==> src/rtl/rtc_write_seq.sv <==
// RTC write sequencer: issues the fixed twelve-transaction programming
// series (lock, nine data registers, release, transfer) to the bus driver.
module rtc_write_seq #(
    parameter int TIMEOUT = 1023
) (
    input  logic       clk_i,
    input  logic       reset_i,
    input  logic       iniciar_i,
    input  logic       fin_i,
    input  logic [7:0] dato_in_i,
    output logic [7:0] dirout_o,
    output logic [3:0] dir_reg_o,
    output logic [7:0] dato_o,
    output logic       escritura_o,
    output logic       ocupado_o,
    output logic       final_o,
    output logic       error_o
);

    localparam int CW = $clog2(TIMEOUT + 1);
    localparam logic [CW-1:0] TO_LAST = CW'(TIMEOUT - 1);
    localparam logic [3:0] LAST_IDX = 4'd11;

    typedef enum logic [2:0] {
        IDLE,
        SETUP,
        WAIT_FIN,
        DONE,
        ERROR
    } state_t;

    state_t state_q, state_d;
    logic [3:0] idx_q, idx_d;
    logic [CW-1:0] cnt_q, cnt_d;
    logic [7:0] dirout_q, dirout_d;
    logic [3:0] dir_reg_q, dir_reg_d;
    logic [7:0] dato_q, dato_d;
    logic esc_q, esc_d;
    logic ocu_q, ocu_d;
    logic final_q, final_d;
    logic err_q, err_d;

    function automatic logic [7:0] tab_addr(input logic [3:0] i);
        logic [7:0] a;
        a = 8'h00;
        if (i >= 4'd1 && i <= 4'd6) a = 8'h20 + {4'h0, i};
        else if (i >= 4'd7 && i <= 4'd9) a = 8'h2A + {4'h0, i};
        else if (i == 4'd11) a = 8'hF2;
        return a;
    endfunction

    function automatic logic [3:0] tab_reg(input logic [3:0] i);
        return (i >= 4'd1 && i <= 4'd9) ? i : 4'd0;
    endfunction

    // Only the lock transaction carries a non-zero constant.
    function automatic logic [7:0] tab_const(input logic [3:0] i);
        return (i == 4'd0) ? 8'h10 : 8'h00;
    endfunction

    always_comb begin
        state_d   = state_q;
        idx_d     = idx_q;
        cnt_d     = cnt_q;
        dirout_d  = dirout_q;
        dir_reg_d = dir_reg_q;
        dato_d    = dato_q;
        esc_d     = 1'b0;
        ocu_d     = 1'b0;
        final_d   = 1'b0;
        err_d     = 1'b0;
        case (state_q)
            IDLE: begin
                dirout_d  = 8'h00;
                dir_reg_d = 4'd0;
                dato_d    = 8'h00;
                if (iniciar_i) begin
                    state_d   = SETUP;
                    idx_d     = 4'd0;
                    cnt_d     = '0;
                    dirout_d  = tab_addr(4'd0);
                    dir_reg_d = tab_reg(4'd0);
                    ocu_d     = 1'b1;
                end
            end
            SETUP: begin
                state_d = WAIT_FIN;
                cnt_d   = '0;
                esc_d   = 1'b1;
                ocu_d   = 1'b1;
                dato_d  = (tab_reg(idx_q) != 4'd0) ? dato_in_i
                                                   : tab_const(idx_q);
            end
            WAIT_FIN: begin
                if (fin_i) begin
                    cnt_d = '0;
                    if (idx_q == LAST_IDX) begin
                        state_d   = DONE;
                        idx_d     = 4'd0;
                        dirout_d  = 8'h00;
                        dir_reg_d = 4'd0;
                        dato_d    = 8'h00;
                        final_d   = 1'b1;
                    end else begin
                        state_d   = SETUP;
                        idx_d     = idx_q + 4'd1;
                        dirout_d  = tab_addr(idx_q + 4'd1);
                        dir_reg_d = tab_reg(idx_q + 4'd1);
                        ocu_d     = 1'b1;
                    end
                end else if (cnt_q == TO_LAST) begin
                    state_d   = ERROR;
                    idx_d     = 4'd0;
                    cnt_d     = '0;
                    dirout_d  = 8'h00;
                    dir_reg_d = 4'd0;
                    dato_d    = 8'h00;
                    err_d     = 1'b1;
                end else begin
                    cnt_d = cnt_q + 1'b1;
                    esc_d = 1'b1;
                    ocu_d = 1'b1;
                end
            end
            default: begin
                state_d   = IDLE;
                idx_d     = 4'd0;
                cnt_d     = '0;
                dirout_d  = 8'h00;
                dir_reg_d = 4'd0;
                dato_d    = 8'h00;
            end
        endcase
    end

    always_ff @(posedge clk_i or posedge reset_i) begin
        if (reset_i) begin
            state_q   <= IDLE;
            idx_q     <= 4'd0;
            cnt_q     <= '0;
            dirout_q  <= 8'h00;
            dir_reg_q <= 4'd0;
            dato_q    <= 8'h00;
            esc_q     <= 1'b0;
            ocu_q     <= 1'b0;
            final_q   <= 1'b0;
            err_q     <= 1'b0;
        end else begin
            state_q   <= state_d;
            idx_q     <= idx_d;
            cnt_q     <= cnt_d;
            dirout_q  <= dirout_d;
            dir_reg_q <= dir_reg_d;
            dato_q    <= dato_d;
            esc_q     <= esc_d;
            ocu_q     <= ocu_d;
            final_q   <= final_d;
            err_q     <= err_d;
        end
    end

    assign dirout_o    = dirout_q;
    assign dir_reg_o   = dir_reg_q;
    assign dato_o      = dato_q;
    assign escritura_o = esc_q;
    assign ocupado_o   = ocu_q;
    assign final_o     = final_q;
    assign error_o     = err_q;

endmodule

==> config.mk <==
export PLATFORM = sky130hd
export DESIGN_NAME = rtc_write_seq
export DESIGN_NICKNAME = d
export VERILOG_FILES = /design/src/rtl/rtc_write_seq.sv
export SDC_FILE = /design/constraint.sdc
export NUM_CORES = 1
export LEC_CHECK = 0
export ABC_CLOCK_PERIOD_IN_PS = 2400
export BUFFER_PORTS_ARGS = -buffer_cell sky130_fd_sc_hd__buf_2
export CORE_UTILIZATION = 55
export CTS_CLUSTER_SIZE = 24
export DETAILED_ROUTE_END_ITERATION = 10
export GPL_TIMING_DRIVEN = 0
export PLACE_DENSITY = 0.78
export SLEW_MARGIN = 10
export SYNTH_ARGS = -nofsm -noshare
export SYNTH_HDL_FRONTEND = slang
export SYNTH_SLANG_ARGS = --single-unit
==> constraint.sdc <==
create_clock -name clk_i -period 2.4 [get_ports clk_i]
set_input_delay 0.36 -clock clk_i [delete_from_list [all_inputs] [get_ports clk_i]]
set_output_delay 0.36 -clock clk_i [all_outputs]
set_load 0.005 [all_outputs]
==> results of run 1 <==
## synthesized netlist by cell type (2+ instances only)
| cell type | instances | share of area |
|---|---|---|
| a21oi_1 | 7 | 0.016 |
| a22o_1 | 7 | 0.029 |
| a32o_1 | 3 | 0.014 |
| and2_1 | 2 | 0.0059 |
| buf_2 | 5 | 0.012 |
| dfrtp_1 | 40 | 0.47 |
| ha_1 | 8 | 0.047 |
| inv_1 | 8 | 0.014 |
| nand2_1 | 28 | 0.049 |
| nand2_2 | 2 | 0.0059 |
| nand2b_1 | 2 | 0.0059 |
| nand3_1 | 8 | 0.019 |
| nand3b_1 | 2 | 0.0070 |
| nand4_1 | 2 | 0.0059 |
| nor2_1 | 19 | 0.033 |
| nor2b_1 | 4 | 0.012 |
| nor3_1 | 7 | 0.016 |
| nor4_1 | 2 | 0.0059 |
| o211ai_1 | 2 | 0.0070 |
| o21ai_0 | 16 | 0.038 |
| o21ai_1 | 2 | 0.0047 |
| o221ai_1 | 2 | 0.0082 |
| xnor2_1 | 3 | 0.012 |
| xor2_1 | 6 | 0.025 |
## kinds of logic (layout without fill, tap and decap cells)
kind of cell               count (synthesis)  after routing  share of synthesized area
and+or+nand+nor                           87             87                      0.219
AOI/OAI and AO/OA                         50             50                      0.166
DFF                                       40             40                      0.470
buffers and inverters                     16             58                     0.0364
xor gates and xnor gates                  11             11                     0.0523
adders and majority gates                  8              8                     0.0470
muxes                                      2              2                    0.00999
## final cells by class
class | count | area share
inverters | 8 | 0.0123
clock buffers | 5 | 0.0281
plain buffers | 8 | 0.0194
flip-flops and latches | 40 | 0.409
well taps | 48 | 0.0246
repair buffers | 35 | 0.0716
clock inverters | 2 | 0.00512
multi-input cells | 158 | 0.430
## registers in the layout (all words and copies together) (netlist names)
name,count
dir_reg_o,4
state_q,3
error_o,1
dato_o,8
cnt_q,10
idx_q,4
dirout_o,7
ocupado_o,1
final_o,1
escritura_o,1
## power breakdown
part | internal, mW | switching (mW) | leakage, nW
registers | 0.766 | 0.0904 | 0.547
clock network | 0.197 | 0.221 | 0.0400
logic | 0.249 | 0.408 | 0.613
## metrics by stage
step | hold WS, ps | worst slack, ps | utilization | cell area (um^2) | instances
2_1_floorplan | 463 | 438 | - | 2130 | 214
3_3_place_gp | 447 | 225 | 0.641 | 2360 | 297
3_5_place_dp | 454 | 230 | 0.641 | 2360 | 297
4_1_cts | 253 | 217 | 0.663 | 2450 | 304
5_1_grt | 273 | 22.3 | 0.663 | 2450 | 304
6_report | 233 | 179 | 0.663 | 2450 | 304
## worst reg2reg max path, cell delays in order (launching register included)
cell	delay (ps)
dfrtp_1	400
buf_2	210
inv_1	110
ha_1	390
nand2b_1	150
o311a_1	310
a221o_1	290
a32o_1	260
## worst max path at each step
stage / from / end / cells past startpoint
finish: idx_q[0]$_DFFE_PP0P_ / dirout_o[0]$_DFFE_PP0P_ / 7
global route: idx_q[0]$_DFFE_PP0P_ / dato_o[0]$_DFFE_PP0P_ / 8
CTS: idx_q[0]$_DFFE_PP0P_ / dirout_o[0]$_DFFE_PP0P_ / 7
detailed placement: idx_q[0]$_DFFE_PP0P_ / dirout_o[0]$_DFFE_PP0P_ / 7
global placement: idx_q[0]$_DFFE_PP0P_ / dirout_o[0]$_DFFE_PP0P_ / 7
floorplan: idx_q[0]$_DFFE_PP0P_ / dirout_o[0]$_DFFE_PP0P_ / 7
## routing by layer
metal  GRT usage  wire [um]  share of wire
met5           0          0              0
met4       0.122        115          0.027
met3      0.0518        193          0.045
met2       0.350       1890           0.44
met1       0.320       2060           0.48
==> impl_metrics.env, run 1 <==
export IMPL_status="completed"
export IMPL_clockRootBuffer="clkbuf_8"
export IMPL_gp_congestion=0.899
export IMPL_end_kind="flop"
export IMPL_drc=0
export IMPL_setup_tns_ps=0
export IMPL_first_global_vias=1526
export IMPL_crit_chain="buf_2 > inv_1 > ha_1 > nand2b_1 > o311a_1 > a221o_1 > a32o_1"
export IMPL_die_h_um=64.2
export IMPL_coreArea_mm2=0.00369
export IMPL_tritoncts="yes"
export IMPL_clock_path_buffers=2
export IMPL_fp_dieW_um=64.2
export IMPL_grt_pass1_wl_mm=7.14
export IMPL_grt_max_degree=41
export IMPL_slowest_delay_ps=400
export IMPL_synthCells=214
export IMPL_die_area_mm2=0.00412
export IMPL_hold_path_class="input port to async pin"
export IMPL_final_antenna_net_count=0
export IMPL_total_power_mw=1.93
export IMPL_fin_crit_ps=2220
export IMPL_via_per_inst=5.56
export IMPL_drt_first_pass_iters=4
export IMPL_rsz0062_at_grt="false"
export IMPL_cts_sinks=40
export IMPL_yosys_warnings=0
export IMPL_final_nets=276
export IMPL_critPathSlowestCell="dfrtp_1"
export IMPL_crit_family="compound AO/OA/AOI/OAI gates"
export IMPL_maxSlewViolCount=0
export IMPL_syn_nets=234
export IMPL_synth_edf_count=0
export IMPL_worst_pin_slew_ps=811
export IMPL_fillers=321
export IMPL_fmax_mhz=450
export IMPL_rr_worst_depth=7
export IMPL_p_leak_nw=1.20
export IMPL_layout_area_seq_mm2=0.00100
export IMPL_slew_headroom=0.459
export IMPL_wl_mm=4.26
export IMPL_ys_ff_latch=40
export IMPL_ys_seq_area_frac=0.470
export IMPL_post_cts_buffers=0
export IMPL_r2r_start="idx_q[0]$_DFFE_PP0P_"
export IMPL_dp_hpwl_mm=3.01
export IMPL_grt_overflow_total=0
export IMPL_setup_viol=0
export IMPL_ir_worst_vdd_mv=0.441
export IMPL_diodes=0
export IMPL_drtIter0Drc=119
export IMPL_cp_start_kind="flop"
export IMPL_synth_area_mm2=0.00213
export IMPL_core_rowCount=22
export IMPL_cap_violations=0
export IMPL_timing_rr_end="dirout_o[0]$_DFFE_PP0P_"
export IMPL_hold_buffers=0
export IMPL_crit_type="flop to flop"
export IMPL_rrSetupSlack_ps=180
export IMPL_arrival_ps=2400
export IMPL_grt_antenna_before_repair=0
export IMPL_fin_crit_sh=0.925
export IMPL_num_vias=1689
export IMPL_power_density_mw_per_mm2=790
export IMPL_wl_per_cell_um=14.0
export IMPL_multiInputGateArea_mm2=0.00105
export IMPL_synth_ff_type="dfrtp_1"
export IMPL_start_util=0.577
export IMPL_worstSkewPairLatency_ps=290
export IMPL_boundaryPins=36
export IMPL_cts_resized_gates=0
export IMPL_syn_to_final_growth_pct=14.9
export IMPL_critPathRequiredTime_ps=2580
export IMPL_finalHoldViolCount=0
export IMPL_crit_buf_inv=2
export IMPL_clock_skew_ps=4.37
export IMPL_htree_levels=2
export IMPL_synth_area_per_cell_um2=9.95
export IMPL_drive_above_1_share=0.234
export IMPL_async_flop_share=1.00
export IMPL_path_clk_slew_ps=70
export IMPL_io_buffer_count=35
export IMPL_synth_cell_type_count=51
export IMPL_final_cell_mix="40 x buf_2, 40 x dfrtp_1, 28 x nand2_1"
export IMPL_track_usage=0.235
export IMPL_cts_made_buffers=5
export IMPL_path_max_fanout=8
Power figures use the tool's default switching activity.
==> run 2: changes to the inputs <==
Settings changed: ABC_AREA set to 1.
==> impl_metrics.env, run 2 <==
export IMPL_clock_path_buffers=2
export IMPL_cts_resized_gates=0
export IMPL_setup_tns_ps=0
export IMPL_cap_violations=0
export IMPL_path_clk_slew_ps=70
export IMPL_core_rowCount=22
export IMPL_setup_viol=0
export IMPL_yosysMostFrequentCell="nand2_1"
export IMPL_ys_seq_area_frac=0.452
export IMPL_drive_above_1_share=0.299
export IMPL_syn_to_final_growth_pct=17.8
export IMPL_worst_pin_slew_ps=364
export IMPL_coreArea_mm2=0.00377
export IMPL_grt_pass1_wl_mm=7.21
export IMPL_yosys_warnings=0
export IMPL_hold_depth=3
export IMPL_whs_ps=280
export IMPL_syn_nets=284
export IMPL_finalHoldViolCount=0
export IMPL_synth_area_mm2=0.00222
export IMPL_wl_per_cell_um=11.9
export IMPL_drc=0
export IMPL_utilization=0.692
export IMPL_htree_levels=2
export IMPL_start_util=0.588
export IMPL_fp_dieW_um=65.5
export IMPL_async_flop_share=1.00
export IMPL_fmax_mhz=519
export IMPL_hold_path_class="input port to flop"
export IMPL_p_leak_nw=1.43
export IMPL_power_density_mw_per_mm2=845
export IMPL_die_h_um=65.5
export IMPL_rsz0062_at_grt="false"
export IMPL_synthCells=264
export IMPL_status="completed"
export IMPL_wl_mm=4.24
export IMPL_holdPathEnd="dato_o[6]$_DFFE_PP0P_"
export IMPL_final_antenna_net_count=0
export IMPL_timing_rr_end="dirout_o[1]$_DFFE_PP0P_"
export IMPL_drt_first_pass_iters=4
export IMPL_largest_reg_flops=10
export IMPL_critPathRequiredTime_ps=2580
export IMPL_ys_ff_latch=40
export IMPL_netlist_area_leader_share=0.452
export IMPL_synth_cell_type_count=33
export IMPL_synthTopCellsByCount="70 x nand2_1, 40 x dfrtp_1, 29 x inv_1"
export IMPL_track_usage=0.224
export IMPL_first_global_vias=1587
export IMPL_cts_sinks=40
export IMPL_tritoncts="yes"
export IMPL_final_cell_mix="70 x nand2_1, 40 x dfrtp_1, 35 x buf_2"
export IMPL_netlist_top_cells_area="dfrtp_1 45%, nand2_1 12%, nand2_2 6.2%"
export IMPL_cts_made_buffers=5
export IMPL_io_buffer_count=35
export IMPL_grt_antenna_before_repair=0
export IMPL_boundaryPins=36
export IMPL_post_cts_buffers=0
export IMPL_worstSkewPairLatency_ps=290
export IMPL_synth_edf_count=0
export IMPL_r2r_start="idx_q[0]$_DFFE_PP0P_"
export IMPL_arrival_ps=2110
export IMPL_rr_worst_depth=9
export IMPL_crit_type="flop to flop"
export IMPL_die_area_mm2=0.00429
export IMPL_yosysTopAreaCell="dfrtp_1"
export IMPL_end_kind="flop"
export IMPL_dp_hpwl_mm=3.21
export IMPL_slew_headroom=0.755
export IMPL_via_per_inst=5.01
export IMPL_regMostFlops="cnt_q"
export IMPL_num_vias=1782
export IMPL_fin_crit_sh=0.802
export IMPL_clock_skew_ps=6.58
export IMPL_clockRootBuffer="clkbuf_8"
export IMPL_grt_overflow_total=0
export IMPL_fin_crit_ps=1920
export IMPL_cp_start_kind="flop"
export IMPL_final_nets=328
export IMPL_critPathLaunch="idx_q[0]$_DFFE_PP0P_"
export IMPL_diodes=0
export IMPL_final_common_cell="nand2_1"
export IMPL_hold_buffers=1
export IMPL_ir_worst_vdd_mv=0.643
export IMPL_maxSlewViolCount=0
export IMPL_synth_area_per_cell_um2=8.39
export IMPL_path_max_fanout=9
export IMPL_synth_ff_type="dfrtp_1"
export IMPL_drtIter0Drc=119
export IMPL_worst_hold_startpoint="dato_in_i[6]"
export IMPL_grt_max_degree=33
export IMPL_rrSetupSlack_ps=480
export IMPL_gp_congestion=0.899
==> run 2: power by group <==
part	total (mW)	switching, mW	internal (mW)	leakage, nW
Combinational	0.737	0.482	0.255	0.814
Sequential	0.839	0.0743	0.765	0.548
Clock	0.629	0.220	0.409	0.0642
Total	2.21	0.777	1.43	1.43
==> run 2: area by class of cell <==
type                            instances  area [um^2]
Buffer                                  3         30.0
Clock buffer                            5         68.8
Clock inverter                          2         60.1
Fill cell                             313         1160
Inverter                               35          134
Multi-Input combinational cell        186         1050
Sequential cell                        40         1000
Tap cell                               48         60.1
Timing Repair Buffer                   37          205
==> run 2: worst max-delay path by stage <==
stage / endpoint / slack (ps) / depth (start not counted)
after floorplan: dirout_o[1]$_DFFE_PP0P_ / 750 / 9
after detailed placement: dirout_o[1]$_DFFE_PP0P_ / 490 / 9
final: dirout_o[1]$_DFFE_PP0P_ / 480 / 9
after global routing: dirout_o[3]$_DFFE_PP0P_ / 320 / 9
after global placement: dirout_o[2]$_DFFE_PP0P_ / 520 / 9
after CTS: dirout_o[1]$_DFFE_PP0P_ / 500 / 9
==> run 2: cell families (layout without fill, tap and decap cells) <==
kind of cell,after synthesis,in the layout,share of synthesized area
AOI/OAI and AO/OA,22,22,0.0542
xor gates and xnor gates,2,2,0.0113
adders and majority gates,8,8,0.0452
buffers and inverters,38,82,0.0740
DFF,40,40,0.452
and+or+nand+nor,154,154,0.364
==> run 2: metrics by stage <==
step                total power [mW]  std cells  setup slack [ps]  cell area [um^2]
floorplan                       1.39        264               751              2220
global placement                1.56        347               522              2450
detailed placement              1.58        348               494              2470
CTS                             2.22        356               502              2610
global route                    2.34        356               316              2610
finish                          2.21        356               475              2610
==> run 2: critical path, stage by stage, from the launching register on <==
cell and delay, ps:
dfrtp_1 510, inv_1 170, ha_1 280, or2_2 280, nand2_1 110, nand2_1 100, nand2_2 120, nand3_1 100
nand3_1 100, nand2_1 50
==> run 2: layer usage <==
| metal | wire [um] | vias to the layer above | track usage | share of wire |
|---|---|---|---|---|
| met5 | 0 | - | 0 | 0 |
| met4 | 58 | 0 | 0.0707 | 0.014 |
| met3 | 198 | 7 | 0.0503 | 0.047 |
| met2 | 1940 | 43 | 0.341 | 0.46 |
| met1 | 2040 | 811 | 0.318 | 0.48 |
| li1 | - | 921 | - | - |
